`config.mk`:
```
export PLATFORM = sky130hd
export DESIGN_NAME = blinkt_frame_gen
export DESIGN_NICKNAME = d
export VERILOG_FILES = /design/src/rtl/blinkt_pkg.sv /design/src/rtl/blinkt_led_regs.sv /design/src/rtl/blinkt_frame_gen.sv
export SDC_FILE = /design/constraint.sdc
export NUM_CORES = 1
export LEC_CHECK = 0
export ABC_CLOCK_PERIOD_IN_PS = 3900
export CAP_MARGIN = 20
export CORE_ASPECT_RATIO = 0.75
export CORE_MARGIN = 5
export CORE_UTILIZATION = 40
export DETAILED_ROUTE_END_ITERATION = 8
export DONT_BUFFER_PORTS = 1
export RECOVER_POWER = 50
export SLEW_MARGIN = 20
export SYNTH_ARGS = -nofsm -noshare
export SYNTH_HDL_FRONTEND = slang
export SYNTH_SLANG_ARGS = --single-unit
export TNS_END_PERCENT = 30
```
`constraint.sdc`:
```
create_clock -name axis_aclk -period 3.9 [get_ports axis_aclk]
set_input_delay 0.585 -clock axis_aclk [delete_from_list [all_inputs] [get_ports axis_aclk]]
set_output_delay 0.585 -clock axis_aclk [all_outputs]
set_load 0.05 [all_outputs]
```
`src/rtl/blinkt_pkg.sv`:
```
// Shared types and helpers for the Blinkt APA102 frame generator: FSM states, frame marker words
// and the LED word packer.
package blinkt_pkg;

    typedef enum logic [1:0] {IDLE, START, LEDS, END} state_t;

    localparam logic [31:0] START_FRAME = 32'h0000_0000;
    localparam logic [31:0] END_FRAME   = 32'hFFFF_FFFF;
    localparam logic [2:0]  LED_HDR     = 3'b111;

    // led = {bright[4:0], blue, green, red}
    function automatic logic [31:0] pack_led(input logic [28:0] led);
        return {LED_HDR, led};
    endfunction

endpackage

```
`src/rtl/blinkt_led_regs.sv`:
```
// Per-LED staging registers (bus writes, any time) and a shadow copy captured in one cycle on snap;
// frame words are read from the shadow combinationally by index, so writes never disturb a frame in flight.
module blinkt_led_regs #(
    parameter int NUM_LEDS = 8,
    parameter int AW       = 3
) (
    input  logic          clk,
    input  logic          rst_n,
    input  logic          wr_en,
    input  logic [AW-1:0] wr_addr,
    input  logic [28:0]   wr_data,
    input  logic          snap,
    input  logic [AW-1:0] rd_idx,
    output logic [28:0]   rd_data
);

    logic [28:0] staging [NUM_LEDS];
    logic [28:0] shadow  [NUM_LEDS];

    always_ff @(posedge clk or negedge rst_n) begin
        if (!rst_n) begin
            for (int i = 0; i < NUM_LEDS; i++) begin
                staging[i] <= '0;
                shadow[i]  <= '0;
            end
        end else begin
            if (wr_en && (int'(wr_addr) < NUM_LEDS))
                staging[wr_addr] <= wr_data;
            if (snap)
                shadow <= staging;
        end
    end

    // Out-of-range indices read as zero; only reachable for non-power-of-two bars.
    always_comb begin
        rd_data = '0;
        if (int'(rd_idx) < NUM_LEDS)
            rd_data = shadow[rd_idx];
    end

endmodule

```
`src/rtl/blinkt_frame_gen.sv`:
```
// APA102 frame builder: update -> start word valid next cycle, then LED and end words, each held until ready.
// Optional periodic refresh under BLINKT_AUTO_REFRESH_EN; updates during a frame queue one follow-on frame.
module blinkt_frame_gen
    import blinkt_pkg::*;
#(
    parameter int  NUM_LEDS       = 8,
    parameter int  END_WORDS      = 1,
    parameter int  REFRESH_CYCLES = 1000000,
    localparam int AW             = (NUM_LEDS > 1) ? $clog2(NUM_LEDS) : 1
) (
    input  logic          axis_aclk,
    input  logic          axis_aresetn,
    input  logic          wr_en,
    input  logic [AW-1:0] wr_addr,
    input  logic [31:0]   wr_data,
    input  logic          update,
    output logic          busy,
    output logic [31:0]   m_axis_data,
    output logic          m_axis_valid,
    input  logic          m_axis_ready
);

    localparam int CW = $clog2(NUM_LEDS + END_WORDS + 1);

    if (NUM_LEDS < 1 || NUM_LEDS > 64 || END_WORDS < (NUM_LEDS + 63) / 64 || REFRESH_CYCLES < 1) begin : g_bad_cfg
        $error("blinkt_frame_gen: illegal parameter combination");
    end

    state_t        state;
    logic [CW-1:0] cnt;
    logic          pending;
    logic          req;
    logic          refresh;
    logic          hs;
    logic          snap;
    logic          last_led;
    logic          last_end;
    logic [AW-1:0] rd_idx;
    logic [28:0]   rd_data;
    logic          unused_wr_hi;

    assign unused_wr_hi = ^wr_data[31:29];

`ifdef BLINKT_AUTO_REFRESH_EN
    localparam int RW = (REFRESH_CYCLES > 1) ? $clog2(REFRESH_CYCLES) : 1;
    logic [RW-1:0] ref_cnt;

    assign refresh = (ref_cnt == RW'(REFRESH_CYCLES - 1));

    always_ff @(posedge axis_aclk or negedge axis_aresetn) begin
        if (!axis_aresetn)
            ref_cnt <= '0;
        else
            ref_cnt <= refresh ? '0 : ref_cnt + 1'b1;
    end
`else
    assign refresh = 1'b0;
`endif

    assign req      = update | refresh;
    assign hs       = m_axis_valid & m_axis_ready;
    assign last_led = (cnt == CW'(NUM_LEDS - 1));
    assign last_end = (cnt == CW'(END_WORDS - 1));
    // Shadow is captured on the edge that enters START, so LED 0 is ready for the START handshake.
    assign snap     = ((state == IDLE) && (req || pending)) ||
                      ((state == END) && hs && last_end && pending);
    assign rd_idx   = (state == LEDS) ? AW'(cnt + 1'b1) : '0;

    blinkt_led_regs #(
        .NUM_LEDS (NUM_LEDS),
        .AW       (AW)
    ) u_led_regs (
        .clk     (axis_aclk),
        .rst_n   (axis_aresetn),
        .wr_en   (wr_en),
        .wr_addr (wr_addr),
        .wr_data (wr_data[28:0]),
        .snap    (snap),
        .rd_idx  (rd_idx),
        .rd_data (rd_data)
    );

    always_ff @(posedge axis_aclk or negedge axis_aresetn) begin
        if (!axis_aresetn) begin
            state        <= IDLE;
            cnt          <= '0;
            pending      <= 1'b0;
            busy         <= 1'b0;
            m_axis_valid <= 1'b0;
            m_axis_data  <= '0;
        end else begin
            if (req && (state != IDLE))
                pending <= 1'b1;
            case (state)
                IDLE: begin
                    if (req || pending) begin
                        state        <= START;
                        pending      <= 1'b0;
                        busy         <= 1'b1;
                        m_axis_valid <= 1'b1;
                        m_axis_data  <= START_FRAME;
                    end
                end
                START: begin
                    if (hs) begin
                        state       <= LEDS;
                        cnt         <= '0;
                        m_axis_data <= pack_led(rd_data);
                    end
                end
                LEDS: begin
                    if (hs) begin
                        if (last_led) begin
                            state       <= END;
                            cnt         <= '0;
                            m_axis_data <= END_FRAME;
                        end else begin
                            cnt         <= cnt + 1'b1;
                            m_axis_data <= pack_led(rd_data);
                        end
                    end
                end
                END: begin
                    if (hs) begin
                        cnt <= '0;
                        if (!last_end) begin
                            cnt <= cnt + 1'b1;
                        end else if (pending) begin
                            // Back-to-back frame: any update arriving now merges into this one.
                            state       <= START;
                            pending     <= 1'b0;
                            m_axis_data <= START_FRAME;
                        end else begin
                            state        <= IDLE;
                            busy         <= 1'b0;
                            m_axis_valid <= 1'b0;
                        end
                    end
                end
                default: state <= IDLE;
            endcase
        end
    end

endmodule

```
==> flow_summary.yaml, run 1 <==
clock_tree:
  cts_sinks: 502
  cts_tree: "built"
  cts_root_buffer: "clkbuf_16"
  worstSkewPairLatency_ns: 0.58
  post_cts_buffers: 0
  clk_pin_slew_ns: 0.06
  cts_max_path_buffers: 3
  cts_resized: 0
  cts.htree.levels: 2
  cts_made_buffers: 49
timing:
  setup_viol: 0
  hold_violations: 289
  post-route-period-util_pct: 82.2
  finalClockSkew_ns: 0.0198
  slew_headroom_pct: -68.8
  worst_pin_slew_ns: 2.53
  holdWs_ns: -0.292
  rsz0062_at_grt: "no"
  tns_ns: 0
  min_period_ns: 3.21
  max_freq_mhz: 312
  slew_violations: 109
final_layout:
  antennaDiodeCount: 0
  areaGrowthSynthToFinish_pct: 10.9
  nets: 1525
  post-route-util_pct: 45.0
  drive_gt1_share_pct: 39.0
job:
  drv_cap: 1
routing:
  dr.pass1.iters: 5
  drc: 0
  ant_nets: 0
  drt_iter0_markers: 798
  wire_per_inst_um: 21.7
  wl_mm: 48.2
  viasPerCell: 5.34
  vias: 11882
global_routing:
  track_usage_pct: 16.3
  grt_max_degree: 503
  grt_overflow: 0
  grt_pass1_vias: 12565
  grt_pass1_wl_mm: 76.3
  antenna_found_initial: 0
synth:
  syn_inst: 1498
  syn-num-nets: 1544
  syn_area_um2: 21500
  synth-seq-area-share_pct: 58.4
  synth_area_leaders: "dfrtp_1 (58%), mux2_2 (15%), mux2_4 (13%), nand2_1 (2.8%), a21oi_1 (1.4%)"
  yosys_warnings: 0
  synth-seq-cells: 502
  synthArstFlopShare_pct: 100
  yosysTopAreaCell: "dfrtp_1"
  synth-edff-count: 0
  synth_top_area_share_pct: 58.4
  ys.flop_type: "dfrtp_1"
  synth_cell_types: 34
  syn_avg_cell_area_um2: 14.4
floorplanning:
  initial_core_util_pct: 40.5
  num_rows: 73
  dieWidth_um: 278
  io_pins: 74
  die-area_um2: 58600
  dieHeight_um: 211
  placeableCoreArea_um2: 53100
worst_setup_path:
  critical_path_class: "reg2reg"
  critical_path_required_ns: 4.34
  rr_worst_depth: 7
  start_kind: "register"
  cp_max_fo: 73
  worst_ep_arrival_time_ns: 3.65
  cp-end-kind: "register"
hold_path:
  hold_class: "in2async"
status:
  outcome: "complete, but fails checks"
  violations: "negative hold slack, max-capacitance violations, max-slew violations"
power_and_ir_drop:
  p_sw_share_pct: 32.5
  seq_power_share_pct: 42.9
  peakVddDrop_v: 0.000392
  p_switching_w: 0.00670
  power_density_nw_per_um2: 863
  p_comb_share_pct: 32.9
  clockPowerShare_pct: 24.1
  p_int_w: 0.0139
  p_leak_nw: 10.8
placed_design:
  dp_hpwl_mm: 26.1
  io_buffers: 0
  gp_congestion: 0.745
layout by cell type (no fill, tap or decap), drive strengths merged, types with 7 or more instances in the layout:
cell and instances:
clkbuf 66, dfrtp 502, mux2 466, nand2 159, clkinv 7, mux2i 27, inv 11, buf 34
a32oi 29, a211oi 31, a221oi 27, a21oi 61, bufinv 8, o21ai 38
critical path, cell delays in order, from the launching register on:
cell and delay (ns):
dfrtp_2 0.56, inv_2 0.06, ha_1 0.19, or3b_4 0.25
or3_1 0.14, o21a_4 0.79, buf_12 0.53, mux2_2 0.41
flip-flops by register name (all words and copies together), names as in the netlist:
signal / flops
state: 2
m_axis_valid: 1
u_led_regs.staging: 232
cnt: 4
pending: 1
m_axis_data: 30
u_led_regs.shadow: 232
Yosys cell counts, types with 6 or more instances:
cell      count
dfrtp_1     502
mux2_2      286
mux2_4      180
nand2_1     159
clkbuf_1     67
a21oi_1      61
o21ai_0      38
a211oi_1     31
a32oi_1      29
a221oi_1     27
mux2i_1      27
buf_6        21
buf_2         8
inv_1         8
buf_1         6
ha_1          6
per-stage QoR:
stage | setup WS, ns | area [µm²] | std cells | hold WS (ns) | total power, W
CTS | 0.653 | 23900 | 2227 | -0.289 | 0.0209
global route | 0.563 | 23900 | 2227 | -0.318 | 0.0218
global placement | 0.761 | 22200 | 2140 | 0.338 | 0.0155
floorplan | 0.965 | 21500 | 1498 | 0.289 | 0.0142
detailed placement | 0.698 | 22200 | 2140 | 0.340 | 0.0158
finish | 0.694 | 23900 | 2227 | -0.292 | 0.0206
worst paths after layout:
kind	start	end	slack (ns)
hold reg to reg	u_led_regs.staging[68]	u_led_regs.shadow[68]	0.48
hold / removal	axis_aresetn	m_axis_data[26]	-0.29
setup reg to reg	cnt[0]	u_led_regs.shadow[16]	0.69
min in group axis_aclk	wr_data[8]	u_led_regs.staging[124]	0.16
max in group asynchronous	axis_aresetn	u_led_regs.staging[100]	2.94
setup / recovery	cnt[0]	u_led_regs.shadow[16]	0.69
cell type report:
class	instances	area (µm²)
Fill cell	4718	29200
Sequential cell	502	12600
Multi-Input combinational cell	883	8410
Clock buffer	65	1330
Tap cell	712	891
Clock inverter	22	347
Timing Repair Buffer	35	297
Inverter	8	30.0
power groups by stage:
stage | Clock, W | Sequential (W) | Combinational, W
5_1_grt | 0.00532 | 0.00909 | 0.00736
4_1_cts | 0.00512 | 0.00885 | 0.00689
2_1_floorplan | 0 | 0.00852 | 0.00570
6_report | 0.00497 | 0.00884 | 0.00679
3_3_place_gp | 0 | 0.00884 | 0.00670
3_5_place_dp | 0 | 0.00892 | 0.00687
cells by family (layout without fill, tap and decap cells):
group,after synthesis,after routing,synth area share (%)
compound gates,193,193,5.92
flops,502,502,58.4
mux,493,493,28.8
fa+ha+maj,6,6,0.349
xor+xnor,2,2,0.0814
simple gates,189,189,3.65
buf+inv,113,130,2.80
per-layer routing:
layer / part of all wire [%] / vias to the layer above / GRT usage, %
met2: 46 / 168 / 26.3
met4: 1.6 / 0 / 3.32
met3: 4.1 / 59 / 3.22
met5: 0 / - / 0
li1: - / 5337 / -
met1: 48 / 6318 / 23.4
Note: power is estimated with default switching activity, not from simulation.
==> run 2: changes to the inputs <==
--- a/config.mk
+++ b/config.mk
@@ -5,7 +5,7 @@
 export SDC_FILE = /design/constraint.sdc
 export NUM_CORES = 1
 export LEC_CHECK = 0
-export ABC_CLOCK_PERIOD_IN_PS = 3900
+export ABC_CLOCK_PERIOD_IN_PS = 2900
 export CAP_MARGIN = 20
 export CORE_ASPECT_RATIO = 0.75
 export CORE_MARGIN = 5
==> constraint.sdc (replaced) <==
create_clock -name axis_aclk -period 2.9 [get_ports axis_aclk]
set_input_delay 0.435 -clock axis_aclk [delete_from_list [all_inputs] [get_ports axis_aclk]]
set_output_delay 0.435 -clock axis_aclk [all_outputs]
set_load 0.05 [all_outputs]
==> flow_summary.yaml, run 2 (synthesis gave the netlist of run 1 again) <==
worst_setup_path:
  timing.rr.start: "cnt[0]"
  crit_path_top_delay_cell: "dfrtp_2"
  path_cells: "inv_2 > ha_1 > or3b_4 > or3_1 > o21a_4 > buf_12 > mux2_4"
  slowest_delay_ns: 0.43
  critical_path_required_ns: 3.34
  worst_ep_arrival_time_ns: 3.05
  startpoint: "cnt[0]"
  cp-end-kind: "register"
  r2r_slack_ns: 0.29
  critical_path_class: "reg2reg"
  start_kind: "register"
  rr_worst_depth: 7
  cp_max_fo: 63
  r2r-end: "u_led_regs.shadow[160]"
clock_tree:
  cts-hold-fix-buffers: 29
  cts_sinks: 502
  cts_max_path_buffers: 3
  cts.htree.levels: 2
  post_cts_buffers: 0
  cts_tree: "built"
  cts_resized: 0
  clk_pin_slew_ns: 0.06
  cts_root_buffer: "clkbuf_16"
  worstSkewPairLatency_ns: 0.56
  cts_made_buffers: 47
timing:
  max_freq_mhz: 383
  min_period_ns: 2.61
  worst_slack_ns: 0.288
  rsz0062_at_grt: "no"
  holdWs_ns: -0.388
  finalClockSkew_ns: 0.0273
  slew_violations: 229
  tns_ns: 0
  slew_headroom_pct: -78.5
  post-route-period-util_pct: 90.1
  setup_viol: 0
  hold_violations: 502
  worst_pin_slew_ns: 2.68
routing:
  ant_nets: 0
  drc: 0
  wl_mm: 49.7
  drt_iter0_markers: 899
  dr.pass1.iters: 4
  vias: 12111
  wire_per_inst_um: 22.0
  viasPerCell: 5.37
status:
  outcome: "complete, but fails checks"
  violations: "negative hold slack, max-capacitance violations, max-slew violations"
floorplanning:
  initial_core_util_pct: 40.5
  die-area_um2: 58600
  dieWidth_um: 278
  dieHeight_um: 211
  num_rows: 73
  placeableCoreArea_um2: 53100
  io_pins: 74
global_routing:
  grt_max_degree: 503
  grt_pass1_wl_mm: 77.6
  track_usage_pct: 16.8
  grt_overflow: 0
  grt_pass1_vias: 12601
  antenna_found_initial: 0
power_and_ir_drop:
  p_leak_nw: 11.0
  p_comb_share_pct: 34.3
  seq_power_share_pct: 42.7
  power_density_nw_per_um2: 1140
  p_sw_share_pct: 32.5
  clockPowerShare_pct: 23.0
  p_int_w: 0.0186
  p_switching_w: 0.00898
  peakVddDrop_v: 0.000715
final_layout:
  final_cell_mix: "dfrtp_1 (501), mux2_2 (286), mux2_4 (180), nand2_1 (158), a21oi_1 (61)"
  top_regs: "u_led_regs.shadow (232), u_led_regs.staging (232), m_axis_data (30)"
  final_common_cell: "dfrtp_1"
  areaGrowthSynthToFinish_pct: 12.5
  fillCellCount: 4705
  antennaDiodeCount: 0
  drive_gt1_share_pct: 38.3
  nets: 1556
placed_design:
  gp_congestion: 0.743
  post-place-ws_ns: 0.298
  dp_hpwl_mm: 25.7
  io_buffers: 0
job:
  drv_cap: 2
hold_path:
  hold_class: "in2async"
run 2: changes by cell type in the layout (fill, tap and decap cells not counted):
cell	delta
buf_4	-5
dfrtp_2	-1
clkbuf_16	-2
inv_6	-1
inv_16	-1
clkinv_4	-1
clkinvlp_4	-3
bufinv_16	-4
clkinv_2	-1
clkbuf_8	+11
dlygate4sd3_1	+29
dfrtp_1	+1
buf_12	+8
run 2: how the worst max path moves through the flow:
stage | endpoint | slack, ns | cells past startpoint
after floorplan | u_led_regs.shadow[116] | 0.06 | 11
after global placement | u_led_regs.shadow[73] | 0.35 | 7
after detailed placement | u_led_regs.shadow[160] | 0.30 | 7
after CTS | u_led_regs.shadow[73] | 0.31 | 7
after global routing | m_axis_data[1] | 0.18 | 9
final | u_led_regs.shadow[160] | 0.29 | 7
run 2: through the flow:
step / cell area (µm²) / util (%) / cells / total power, W
2_1_floorplan: 21500 / - / 1498 / 0.0191
3_3_place_gp: 22300 / 42.1 / 2144 / 0.0210
3_5_place_dp: 22300 / 42.1 / 2144 / 0.0214
4_1_cts: 24200 / 45.6 / 2257 / 0.0279
5_1_grt: 24200 / 45.6 / 2257 / 0.0291
6_report: 24200 / 45.6 / 2257 / 0.0276
run 2: cell type report:
class	instances	area, µm²	area share [%]
clock inverter	11	161	0.667
sequential	502	12600	51.9
multi-input combinational	883	8410	34.8
timing repair buffer	68	713	2.95
clock buffer	73	1420	5.89
inverter	8	30.0	0.124
tap	712	891	3.68
run 2: power by group through the flow:
stage	Combinational (W)	Sequential (W)	Clock, W
detailed placement	0.00946	0.0119	0
finish	0.00946	0.0118	0.00635
global route	0.0102	0.0121	0.00682
CTS	0.00955	0.0118	0.00655
global placement	0.00924	0.0118	0
floorplan	0.00767	0.0115	0
run 2: metal layers:
layer | vias to the layer above | global-route usage, % | part of all wire [%]
li1 | 5400 | - | -
met4 | 0 | 3.49 | 1.7
met2 | 186 | 27.1 | 47
met3 | 67 | 2.51 | 3.2
met1 | 6458 | 24.4 | 49
met5 | - | 0 | 0
run 2: worst max-delay path, delay by kind of cell (launching register included):
family | cells | cell delay, ns
adders and majority gates | 1 | 0.13
muxes | 1 | 0.36
buffers and inverters | 2 | 0.35
and+or+nand+nor | 2 | 0.80
AOI/OAI and AO/OA | 1 | 0.35
DFF | 1 | 0.43
